[src/rtl/uart_rx.sv]
// UART receiver: 8N1 frames, 16x oversampling with a 3-sample majority vote at mid-bit.
// Delivers each good byte with a one-cycle Rx_Done pulse; a low stop bit gives Frame_Err.
module uart_rx #(
  parameter logic IDLE_VALUE  = 1'b1,
  parameter logic START_VALUE = 1'b0
) (
  input  logic       clk,
  input  logic       rstn,
  input  logic [2:0] Baudrate_Set,
  input  logic       data_rx,
  output logic [7:0] data,
  output logic       Rx_Done,
  output logic       Frame_Err,
  output logic       Rx_Busy
);

  typedef enum logic [1:0] {StIdle, StStart, StData, StStop} state_e;

  state_e     r_state;
  logic       r_sync1, r_sync2, r_sync3;
  logic       r_live, r_armed;
  logic [2:0] r_baud;
  logic [8:0] r_div_cnt;
  logic [3:0] r_smp_cnt;
  logic [2:0] r_bit_idx;
  logic [1:0] r_vote;
  logic [7:0] r_shift;

  logic [8:0] w_div_max;
  logic [2:0] w_samples;
  logic       w_fall, w_tick, w_vote_now, w_wrap, w_bit;

  // r_armed: the line has really been seen high since reset, so a line held low
  // out of reset cannot fake a start edge against the flops' reset value.
  always_ff @(posedge clk or negedge rstn) begin
    if (!rstn) begin
      r_sync1 <= 1'b1;
      r_sync2 <= 1'b1;
      r_sync3 <= 1'b1;
      r_live  <= 1'b0;
      r_armed <= 1'b0;
    end else begin
      r_sync1 <= data_rx;
      r_sync2 <= r_sync1;
      r_sync3 <= r_sync2;
      r_live  <= 1'b1;
      r_armed <= r_armed | (r_live & r_sync1);
    end
  end

  assign w_fall = r_armed & r_sync3 & ~r_sync2;

  always_comb begin
    case (r_baud)
      3'd1:    w_div_max = 9'd161;
      3'd2:    w_div_max = 9'd80;
      3'd3:    w_div_max = 9'd53;
      3'd4:    w_div_max = 9'd26;
      default: w_div_max = 9'd324;
    endcase
  end

  assign w_tick     = (r_state != StIdle) && (r_div_cnt == w_div_max);
  assign w_vote_now = w_tick && (r_smp_cnt == 4'd8);
  assign w_wrap     = w_tick && (r_smp_cnt == 4'd15);
  // Samples from smp_cnt 6 and 7 plus the current one at 8.
  assign w_samples  = {r_vote, r_sync2};
  assign w_bit      = (w_samples[2] & w_samples[1]) | (w_samples[2] & w_samples[0]) |
                      (w_samples[1] & w_samples[0]);

  always_ff @(posedge clk or negedge rstn) begin
    if (!rstn) begin
      r_state   <= StIdle;
      r_baud    <= 3'd0;
      r_div_cnt <= 9'd0;
      r_smp_cnt <= 4'd0;
      r_bit_idx <= 3'd0;
      r_vote    <= 2'd0;
      r_shift   <= 8'd0;
      data      <= 8'd0;
      Rx_Done   <= 1'b0;
      Frame_Err <= 1'b0;
      Rx_Busy   <= 1'b0;
    end else begin
      Rx_Done   <= 1'b0;
      Frame_Err <= 1'b0;

      if (r_state == StIdle) begin
        r_div_cnt <= 9'd0;
        r_smp_cnt <= 4'd0;
      end else if (w_tick) begin
        r_div_cnt <= 9'd0;
        r_smp_cnt <= r_smp_cnt + 4'd1;
      end else begin
        r_div_cnt <= r_div_cnt + 9'd1;
      end

      if (w_tick && (r_smp_cnt == 4'd6 || r_smp_cnt == 4'd7)) begin
        r_vote <= {r_vote[0], r_sync2};
      end

      unique case (r_state)
        StIdle: begin
          if (w_fall) begin
            r_state   <= StStart;
            r_baud    <= Baudrate_Set;
            r_bit_idx <= 3'd0;
            Rx_Busy   <= 1'b1;
          end
        end
        StStart: begin
          if (w_vote_now && (w_bit != START_VALUE)) begin
            r_state <= StIdle;
            Rx_Busy <= 1'b0;
          end else if (w_wrap) begin
            r_state   <= StData;
            r_bit_idx <= 3'd0;
          end
        end
        StData: begin
          if (w_vote_now) begin
            r_shift[r_bit_idx] <= w_bit;
          end
          if (w_wrap) begin
            if (r_bit_idx == 3'd7) begin
              r_state <= StStop;
            end else begin
              r_bit_idx <= r_bit_idx + 3'd1;
            end
          end
        end
        StStop: begin
          // Leave at mid stop bit so a back-to-back start edge is caught.
          if (w_vote_now) begin
            if (w_bit == IDLE_VALUE) begin
              data    <= r_shift;
              Rx_Done <= 1'b1;
            end else begin
              Frame_Err <= 1'b1;
            end
            r_state <= StIdle;
            Rx_Busy <= 1'b0;
          end
        end
        default: r_state <= StIdle;
      endcase
    end
  end

endmodule

[config.mk]
export PLATFORM = sky130hd
export DESIGN_NAME = uart_rx
export DESIGN_NICKNAME = d
export VERILOG_FILES = /design/src/rtl/uart_rx.sv
export SDC_FILE = /design/constraint.sdc
export NUM_CORES = 1
export LEC_CHECK = 0
export CORE_UTILIZATION = 30
export CTS_BUF_LIST = sky130_fd_sc_hd__clkbuf_8
export DETAILED_ROUTE_END_ITERATION = 10
export SYNTH_ARGS = -nofsm -noshare
export SYNTH_HDL_FRONTEND = slang
export SYNTH_SLANG_ARGS = --single-unit
[constraint.sdc]
create_clock -name clk -period 2.3 [get_ports clk]
set_input_delay 0.46 -clock clk [delete_from_list [all_inputs] [get_ports clk]]
set_output_delay 0.46 -clock clk [all_outputs]
set_load 0.005 [all_outputs]
==> summary.txt, run 1 <==
Outcome
  • Status: completed

Final layout
  • Nets: 268
  • Layout cell share with drive strength beyond 1: around 23%
  • N_diodes: 0
  • Finished Layout Cells: ~360
  • Area of the multi-input gates: ~1200 um^2
  • Area Overhead vs Synth: 19.5%
  • Reg area: between 1000 and 1500 um^2
  • Fillers: between 700 and 800

Synthesis
  • Post-synth top flop: dfrtp_1
  • Yosys reg bits: 47
  • Synthesized area: 2470 um^2
  • Yosys cell types: between 50 and 60
  • Avg Synthesized Cell Area: ~11 um^2
  • Post-synthesis async set-or-reset flop share: 100%
  • Syn_nets: 242
  • EDFF count, synth: 0
  • Syn Inst Count: between 200 and 250
  • Sequential area share after synthesis: roughly 48%
  • Syn. warnings: 0

GRT
  • Vias in the first global route: ~1800
  • Gr ovfl total: 0
  • First-pass GRT wire length: 8.46 mm
  • Total track usage: roughly 12%
  • Largest net degree at the start of global routing: 28
  • Initial antenna violation count: 0

Setup path
  • Crit path required time: ~2.5 ns
  • Sequence of cells on the critical path: nor2b_1, or3_1, a22oi_2, nand3_2, buf_12, nor3_4, buf_12, mux2_2
  • Crit Path Category: reg -> reg
  • Worst stage delay on the critical path: approximately 0.47 ns
  • Buffers & Inverters on Critical Path: 2
  • CP Launch Type: flop
  • Crit-path most repeated cell: buf_12
  • Slowest CP cell: dfrtp_2
  • CP top delay family: simple AND/OR/NAND/NOR gates
  • FF-to-FF Start: r_baud[0]$_DFFE_PN0P_
  • Worst-path fanout max: 27
  • Worst EP arrival: 2.43 ns
  • Reg2reg setup slack: between 0.05 and 0.06 ns
  • CP Capture Type: flop
  • Worst Setup SP: r_baud[0]$_DFFE_PN0P_

Placed design
  • Placed cells: 346
  • GP Congestion: 0.786
  • HPWL Detailed: approximately 3.4 mm
  • Buffers added on ports: 16
  • Setup slack at placement: 0.0000386 ns

Floorplanning
  • Die span in x: between 90 and 100 um
  • Die area: between 8000 and 9000 um^2
  • Io pins: 17
  • Die span in y: 92.7 um
  • Initial Util: a little under a third
  • # rows: 32
  • Core footprint: ~8000 um^2

Routing
  • Initial DRT Pass Iterations: 4
  • Routed Antenna Nets: 0
  • Vias per cell: roughly 5
  • Drt wl/cell: ~13 um
  • Initial DRC Count: 110
  • Via count: 1779
  • # DRC: 0
  • Routed WL: around 4.7 mm

Timing
  • Final worst slack: between 0.05 and 0.06 ns
  • Setup violations, final: 0
  • Fmax: 0.446 GHz
  • Tmin final: approximately 2.2 ns
  • Post-route clock skew: roughly 0.006 ns
  • Pins Over Slew Limit: 0
  • Final Hold Vio Count: 0
  • Final hold slack: between 0.1 and 0.15 ns
  • Tcrit/Tclk final: a little over nine tenths
  • Unrepaired setup endpoints after global routing: true

Pwr
  • Total power: around 0.0022 W
  • Lkg Pwr: around 1.3 nW
  • Maximum vdd ir drop: about 270 uV
  • Power per cell area: 742 nW/um^2

Clocking
  • CTS tree: yes
  • H-tree depth: 2
  • CTS buffer count: 5
  • Clock root buffer: clkbuf_8
  • Clock transition at path regs: around 0.09 ns
  • CTS max path bufs: 2
  • Clock Latency Late Sink: around 0.30 ns
  • Num Clock Sinks: 47
  • CTS Hold Bufs: 0

Flow run
  • Max cap viols: 0

Worst hold path
  • Hold WC Path Type: in -> async
## metrics by stage
stage	util [%]	area (um^2)	TNS, ns
6_report	37.6	2950	0
5_1_grt	37.6	2950	-0.499
4_1_cts	37.1	2910	0
3_5_place_dp	35.8	2810	0
3_3_place_gp	35.8	2810	0
2_1_floorplan	-	2470	0
## Yosys cell counts, types with 2 or more instances
cell type  number  share of area, %
o211ai_1        4               1.2
o21ai_0         5               1.0
nor2b_1         2              0.51
and3b_1         2              0.71
nor3_1          5               1.0
a21oi_1         4              0.81
buf_2           5               1.0
or3_1           6               1.5
dfstp_2         3               3.2
clkbuf_1        3              0.46
xnor2_1         4               1.4
o221ai_1        3               1.1
dfrtp_1        44                45
a21o_1          3              0.91
xor2_1          6               2.1
inv_1          12               1.8
nand4b_1        2              0.71
nor2_1         19               2.9
nand4_1         6               1.5
nand3_1        12               2.4
o22ai_1         2              0.51
ha_1           10               5.1
mux2_2         21               9.6
nor4bb_1        2              0.81
nand2b_1        4               1.0
nor4b_1         5               1.8
mux2i_1         2              0.81
nand2_1         7               1.1
## cell usage in the layout (no fill, tap or decap), types with 6 or more instances in the layout
master           instances
ha_1                    10
xor2_1                   6
or3_1                    6
buf_4                   11
clkdlybuf4s50_1         15
dfrtp_1                 41
nand4_1                  6
nor2_1                  19
mux2_2                  21
clkbuf_8                 6
inv_1                   12
nand2_1                  7
nand3_1                 12
## routing by layer
layer / track usage, % / vias to the layer above / wire [um]
met5: 0 / - / 0
met4: 4.62 / 0 / 63
met3: 2.30 / 6 / 96
met2: 20.1 / 20 / 2190
met1: 16.3 / 883 / 2350
li1: - / 870 / -
## area by class of cell
cell class / instances / area share [%]
timing repair buffer: 29 / 9.42
sequential: 47 / 40.2
inverter: 12 / 1.53
multi-input combinational: 157 / 41.2
clock buffer: 6 / 2.80
clock inverter: 2 / 0.552
tap: 102 / 4.33
## timing repair
action	4_1_cts	5_1_grt
hold endpoints to repair	0	0
endpoints found under the setup margin	2	21
resized for setup	1	8
buffers inserted	0	1
## worst paths after layout
path | to | cells after the start
setup / recovery | data[6]$_DFFE_PN0P_ | 8
hold / removal | r_div_cnt[3]$_DFF_PN0_ | 1
setup reg to reg | data[6]$_DFFE_PN0P_ | 8
hold reg to reg | r_sync2$_DFF_PN1_ | 0
max in group asynchronous | r_baud[1]$_DFFE_PN0P_ | 2
min in group clk | r_sync2$_DFF_PN1_ | 0
## worst reg2reg max path: stages (launching register included)
cell and delay [ns]:
dfrtp_2 0.47, nor2b_1 0.16, or3_1 0.32, a22oi_2 0.19, nand3_2 0.11, buf_12 0.18
nor3_4 0.21, buf_12 0.15, mux2_2 0.34
## logic make-up after synthesis
kind of cell             count (synthesis)  share of synthesized area, %
AO/OA/AOI/OAI                           29                          8.47
XOR/XNOR                                10                          3.55
adder cells (fa/ha/maj)                 11                          5.48
buffers and inverters                   22                          4.06
flip-flops                              47                          47.8
multiplexers                            23                          10.4
other                                    1                         0.152
AND/OR/NAND/NOR                         83                          20.1
## where the power goes
| group | switching (W) | internal (W) | total, W |
|---|---|---|---|
| clock | 0.000288 | 0.000246 | 0.000533 |
| combinational | 0.000350 | 0.000295 | 0.000646 |
| sequential | 0.000106 | 0.000903 | 0.00101 |
## state kept, by name, summed over array words and instances, names as in the netlist, 2 cells and up, named ones only
register   count
data           8
r_baud         3
r_bit_idx      3
r_div_cnt      9
r_shift        8
r_smp_cnt      4
r_vote         2
Power figures use the tool's default switching activity.
==> run 2, diff against run 1 <==
--- a/config.mk
+++ b/config.mk
@@ -8,6 +8,7 @@
 export CORE_UTILIZATION = 30
 export CTS_BUF_LIST = sky130_fd_sc_hd__clkbuf_8
 export DETAILED_ROUTE_END_ITERATION = 10
+export SLEW_MARGIN = 30
 export SYNTH_ARGS = -nofsm -noshare
 export SYNTH_HDL_FRONTEND = slang
 export SYNTH_SLANG_ARGS = --single-unit
==> results of run 2 <==
Final layout, timing and power as in run 1 (identical DEF).
